## src/rtl/mmc_control.sv

```systemverilog
// mmc_control: multi-cycle sequencer for the 16-bit mini-MIPS datapath.
// It fetches through an ack handshake, decodes, executes, and writes back,
// sharing the single ALU between the PC+2 increment and the instruction.
// It halts on an illegal opcode or a fetch timeout and counts retired
// instructions.
// Optional feature macro: MMC_SINGLE_STEP_EN. When it is defined, the block
// gains a `step` input and a STEP state, so it retires one instruction per
// step pulse.
module mmc_control #(
  parameter int CNT_W         = 16,
  parameter int FETCH_TIMEOUT = 8
) (
  input  logic             clock,
  input  logic             reset_n,
  input  logic             run,
`ifdef MMC_SINGLE_STEP_EN
  input  logic             step,
`endif
  input  logic [3:0]       op,
  output logic             imem_req,
  input  logic             imem_ack,
  output logic             pc_write,
  output logic             ir_write,
  output logic             alu_src_a,
  output logic [1:0]       alu_src_b,
  output logic [3:0]       alu_ctl,
  output logic             reg_dst,
  output logic             reg_write,
  output logic             halted,
  output logic [1:0]       error,
  output logic [CNT_W-1:0] retired,
  output logic [2:0]       state
);

  // The wait counter only has to reach FETCH_TIMEOUT-1.
  localparam int WAIT_W = (FETCH_TIMEOUT > 1) ? $clog2(FETCH_TIMEOUT) : 1;
  localparam logic [WAIT_W-1:0] WAIT_LAST = WAIT_W'(FETCH_TIMEOUT - 1);

  typedef enum logic [2:0] {
    S_IDLE   = 3'd0,
    S_FETCH  = 3'd1,
    S_DECODE = 3'd2,
    S_EXEC   = 3'd3,
    S_WB     = 3'd4,
    S_HALT   = 3'd5,
    S_STEP   = 3'd6
  } state_t;

  state_t            state_q, state_d;
  logic [WAIT_W-1:0] wait_q, wait_d;
  logic [3:0]        op_q, op_d;
  logic [CNT_W-1:0]  retired_q, retired_d;
  logic [1:0]        error_q, error_d;

  // ALU operation for the opcode held in op_q.
  function automatic logic [3:0] alu_op(input logic [3:0] o);
    case (o)
      4'd0:    return 4'b0010;
      4'd1:    return 4'b0110;
      4'd2:    return 4'b0000;
      4'd3:    return 4'b0001;
      4'd4:    return 4'b1100;
      4'd5:    return 4'b1101;
      4'd6:    return 4'b0111;
      default: return 4'b0010;
    endcase
  endfunction

  // State register with the sequencer bookkeeping.
  always_ff @(posedge clock or negedge reset_n) begin
    if (!reset_n) begin
      state_q   <= S_IDLE;
      wait_q    <= '0;
      op_q      <= '0;
      retired_q <= '0;
      error_q   <= '0;
    end else begin
      // NOTE: non-blocking assignments let every register sample the
      // pre-edge values, regardless of the statement order.
      state_q   <= state_d;
      wait_q    <= wait_d;
      op_q      <= op_d;
      retired_q <= retired_d;
      error_q   <= error_d;
    end
  end

  // Next-state logic and strobe decode. The outputs come from the state,
  // so they all drop to 0 as soon as reset_n goes low.
  always_comb begin
    // NOTE: every signal gets a default first, so no path through the case
    // leaves one unassigned (which would infer a latch).
    state_d   = state_q;
    wait_d    = wait_q;
    op_d      = op_q;
    retired_d = retired_q;
    error_d   = error_q;
    imem_req  = 1'b0;
    pc_write  = 1'b0;
    ir_write  = 1'b0;
    alu_src_a = 1'b0;
    alu_src_b = 2'b00;
    alu_ctl   = 4'b0000;
    reg_dst   = 1'b0;
    reg_write = 1'b0;
    halted    = 1'b0;

    case (state_q)
      S_IDLE: begin
        if (run) state_d = S_FETCH;
      end

      S_FETCH: begin
        // The ALU computes PC + 2 while the fetch is outstanding.
        imem_req  = 1'b1;
        alu_src_b = 2'b01;
        alu_ctl   = 4'b0010;
        if (imem_ack) begin
          ir_write = 1'b1;
          pc_write = 1'b1;
          wait_d   = '0;
          state_d  = S_DECODE;
        end else if (wait_q == WAIT_LAST) begin
          error_d[1] = 1'b1;
          state_d    = S_HALT;
        end else begin
          wait_d = wait_q + WAIT_W'(1);
        end
      end

      S_DECODE: begin
        op_d = op;
        if (op[3]) begin
          error_d[0] = 1'b1;
          state_d    = S_HALT;
        end else begin
          state_d = S_EXEC;
        end
      end

      S_EXEC: begin
        alu_src_a = 1'b1;
        alu_src_b = (op_q == 4'd7) ? 2'b10 : 2'b00;
        alu_ctl   = alu_op(op_q);
        state_d   = S_WB;
      end

      S_WB: begin
        // The ALU selects are held from EXEC so the result stays stable
        // while the register file writes it.
        alu_src_a = 1'b1;
        alu_src_b = (op_q == 4'd7) ? 2'b10 : 2'b00;
        alu_ctl   = alu_op(op_q);
        reg_write = 1'b1;
        reg_dst   = (op_q != 4'd7);
        retired_d = retired_q + CNT_W'(1);
`ifdef MMC_SINGLE_STEP_EN
        state_d   = run ? S_STEP : S_IDLE;
`else
        state_d   = run ? S_FETCH : S_IDLE;
`endif
      end

      S_HALT: begin
        halted = 1'b1;
      end

`ifdef MMC_SINGLE_STEP_EN
      S_STEP: begin
        // Dropping run takes priority over a step pulse.
        if (!run)      state_d = S_IDLE;
        else if (step) state_d = S_FETCH;
      end
`endif

      default: state_d = S_IDLE;
    endcase
  end

  assign error   = error_q;
  assign retired = retired_q;
  assign state   = state_q;

endmodule

```

## config.mk

```make
export PLATFORM = sky130hd
export DESIGN_NAME = mmc_control
export DESIGN_NICKNAME = d
export VERILOG_FILES = /design/src/rtl/mmc_control.sv
export SDC_FILE = /design/constraint.sdc
export NUM_CORES = 1
export LEC_CHECK = 0
export BUFFER_PORTS_ARGS = -buffer_cell sky130_fd_sc_hd__buf_2
export CORE_MARGIN = 2
export CORE_UTILIZATION = 45
export DETAILED_ROUTE_END_ITERATION = 8
export GPL_TIMING_DRIVEN = 0
export HOLD_SLACK_MARGIN = 0.08
export PLACE_DENSITY_LB_ADDON = 0.2
export RECOVER_POWER = 100
export SLEW_MARGIN = 15
export SYNTH_ARGS = -nofsm -noshare
export SYNTH_HDL_FRONTEND = slang
export SYNTH_SLANG_ARGS = --single-unit
```

## constraint.sdc

```tcl
create_clock -name clock -period 2.1 [get_ports clock]
set_clock_uncertainty 0.15 [all_clocks]
set_input_delay 0.42 -clock clock [delete_from_list [all_inputs] [get_ports clock]]
set_output_delay 0.42 -clock clock [all_outputs]
set_load 0.1 [all_outputs]
```

==> qor.yml <==
clock_tree:
  root_buffer: "clkbuf_4"
  cts.clk_slew.worst_paths_ns: 0.16
  cts_tree: "yes"
  ctsHtreeMaxLevel: 1
  numCtsBuffers: 3
  clk_latency_ns: 0.33
  cts.sinks: 28
  cts_buffer_depth: 2
floorplanning:
  die_height_um: 59.38
  die_w_um: 59.38
  num_rows: 20
  dieArea_sq_mm: 0.003526
  ios: 42
  start_util_pct: 46.34
  coreArea_sq_mm: 0.002978
yosys:
  ys_warn_count: 0
  synth_seq_cells: 28
  avgSynthCellArea_sq_um: 10.87
  synth_area_leaders: "dfrtp_1 51%, xnor2_1 10%, mux2_2 3.3%"
  ys_types: 33
  synth-edff-count: 0
  ys_seq_area_share_pct: 50.77
  synth_area_leader_cell: "dfrtp_1"
  synth_fp_nets: 138
  synthCells: 127
  netlist.area_leader.share_pct: 50.77
  synth_top_cells_by_count: "28 x dfrtp_1, 16 x xnor2_1, 10 x nand2_1"
  synth_ff_type: "dfrtp_1"
  ys_async_sr_fraction_pct: 100.0
  netlist_area_sq_mm: 0.001380
  yosys.cell_count.top_type: "dfrtp_1"
placed_design:
  place_ws_ns: -0.4917
  globalplace.congestion: 0.7300
  port_buffers: 41
  hpwlAfterDp_mm: 2.028
  placed_cell_area_sq_mm: 0.001768
drt:
  drc: 0
  met2WireLength_mm: 1.696
  finalWirelength_mm: 3.236
  met3_length_um: 124
  wl_met1_mm: 1.397
  drt_iter0_drc: 23
  ant_nets: 0
  firstDrtPassIters: 4
  vias_per_cell: 5.233
  maxUsedRoutingLayer: "met4"
  dr_total_vias: 1146
  wire_per_inst_um: 14.78
global_route:
  grt.total_usage_pct: 20.78
  overflow: 0
  grt_pass1_wl_mm: 5.499
  antenna_found_initial: 0
  grt_max_degree: 29
  grt_pass1_vias: 1174
sta:
  hold_viol_final: 0
  setup_slack_ns: -0.2998
  slew_headroom_pct: 52.67
  maxSlewViolCount: 0
  worst_pin_slew_ns: 0.7100
  setup_viol: 11
  fin_hold_ws_ns: 0.1316
  fmax_ghz: 0.4167
  fin_crit_sh_pct: 114.3
  min_period_ns: 2.400
  rsz0062_at_grt: "yes"
layout:
  num-nets-final: 198
  area_growth_pct: 54.13
  antenna_cells: 0
  fin_area_sq_mm: 0.002127
  drive_gt1_share_pct: 47.85
status:
  violations: "negative setup slack"
  status: "finished with violations"
critical_path:
  reg2reg_slack_ns: 0.08
  r2r-start: "state[0]"
  criticalPathCategory: "flop to output port"
  r2r_end: "retired[7]"
  cp.required_ns: 1.53
  cp_max_fo: 4
  worst_setup_path_start_kind: "flop"
  worstRegToRegCells: 7
  endpoint_kind: "output port"
  crit_arrival_ns: 1.83
job:
  maxCapViolations: 0
hold_path:
  hold_class: "primary input to flop"
  min_to: "op_q[1]"
  min_path_cells: 3
  min_from: "op[1]"
worst max-delay path, stage by stage, from the launching register on:
cell	delay (ns)
dfrtp_4	0.54
or3b_4	0.42
clkinvlp_4	0.10
and2_4	0.18
buf_12	0.10
buf_12	0.16
layer usage:
metal / up-vias / GRT usage, %
met2: 26 / 35.32
li1: 553 / -
met4: 0 / 8.442
met3: 2 / 2.183
met1: 565 / 26.94
met5: - / 0
how the worst max path moves through the flow:
stage              from         end  slack [ns]  cells after the start
6_report       state[1]    pc_write       -0.30                      5
5_1_grt        state[1]  alu_ctl[1]       -0.37                      5
4_1_cts        state[1]    pc_write       -0.36                      6
3_5_place_dp   state[0]  alu_ctl[0]       -0.49                      5
3_3_place_gp   state[0]  alu_ctl[0]       -0.45                      5
2_1_floorplan  state[0]  alu_ctl[0]       -1.73                      4
final cells by class:
cell class	count	area, sq um
inverter	5	26.28
multi-input combinational	87	725.7
fill	220	850.8
tap	33	41.29
sequential	28	709.4
clock inverter	1	30.03
clock buffer	3	22.52
timing repair buffer	58	531.8
buffer	4	40.04
registers in the layout, indices dropped and copies added (netlist names):
name,flops
op_q,4
error,2
wait_q,3
retired,16
state,3
metrics by stage:
stage                     util, %  instances  setup TNS [ns]
after floorplan                 -        127          -22.37
after global placement      59.37        201          -2.923
after detailed placement    59.37        201          -3.264
after CTS                   70.59        220          -2.735
after global routing        71.43        219          -3.130
final                       71.43        219          -2.323
logic make-up (layout without fill, tap and decap cells):
logic type	count (synthesis)	in the layout	share of synthesized area [%]
AND/OR/NAND/NOR	44	44	19.40
flip-flops	28	28	50.77
AO/OA/AOI/OAI	18	18	8.250
XOR/XNOR	17	17	10.79
buffers and inverters	12	71	4.079
multiplexers	5	5	3.989
adder cells (fa/ha/maj)	3	3	2.720
timing repair:
item / in CTS / in global routing
buffers inserted: 16 / 3
endpoints found under the hold margin: 28 / 0
setup endpoints to repair: 13 / 24
gates resized for setup: 50 / 13
pin swaps: 4 / 3
hold buffers: 1 / 0
layout by cell type (no fill, tap or decap), types with 2 or more instances in the layout:
| cell type | instances |
|---|---|
| clkbuf_1 | 2 |
| mux2_2 | 4 |
| buf_12 | 12 |
| nand3_1 | 3 |
| nand4_1 | 3 |
| a21o_1 | 3 |
| and2_1 | 3 |
| nand3_2 | 3 |
| and2b_1 | 2 |
| clkbuf_4 | 3 |
| o21ai_0 | 5 |
| a22oi_1 | 2 |
| dfrtp_1 | 25 |
| xnor2_1 | 16 |
| a21oi_1 | 3 |
| and4_1 | 4 |
| buf_4 | 9 |
| nor2_1 | 2 |
| ha_1 | 3 |
| inv_1 | 2 |
| clkbuf_2 | 2 |
| nor3_1 | 2 |
| nand2_1 | 9 |
| clkinvlp_4 | 2 |
| and2_4 | 2 |
| buf_6 | 9 |
| dfrtp_4 | 2 |
| buf_2 | 27 |
Power is left out: the tool's default activity adds up to more than one toggle a clock period on the data nets, which glitch-free logic cannot reach.
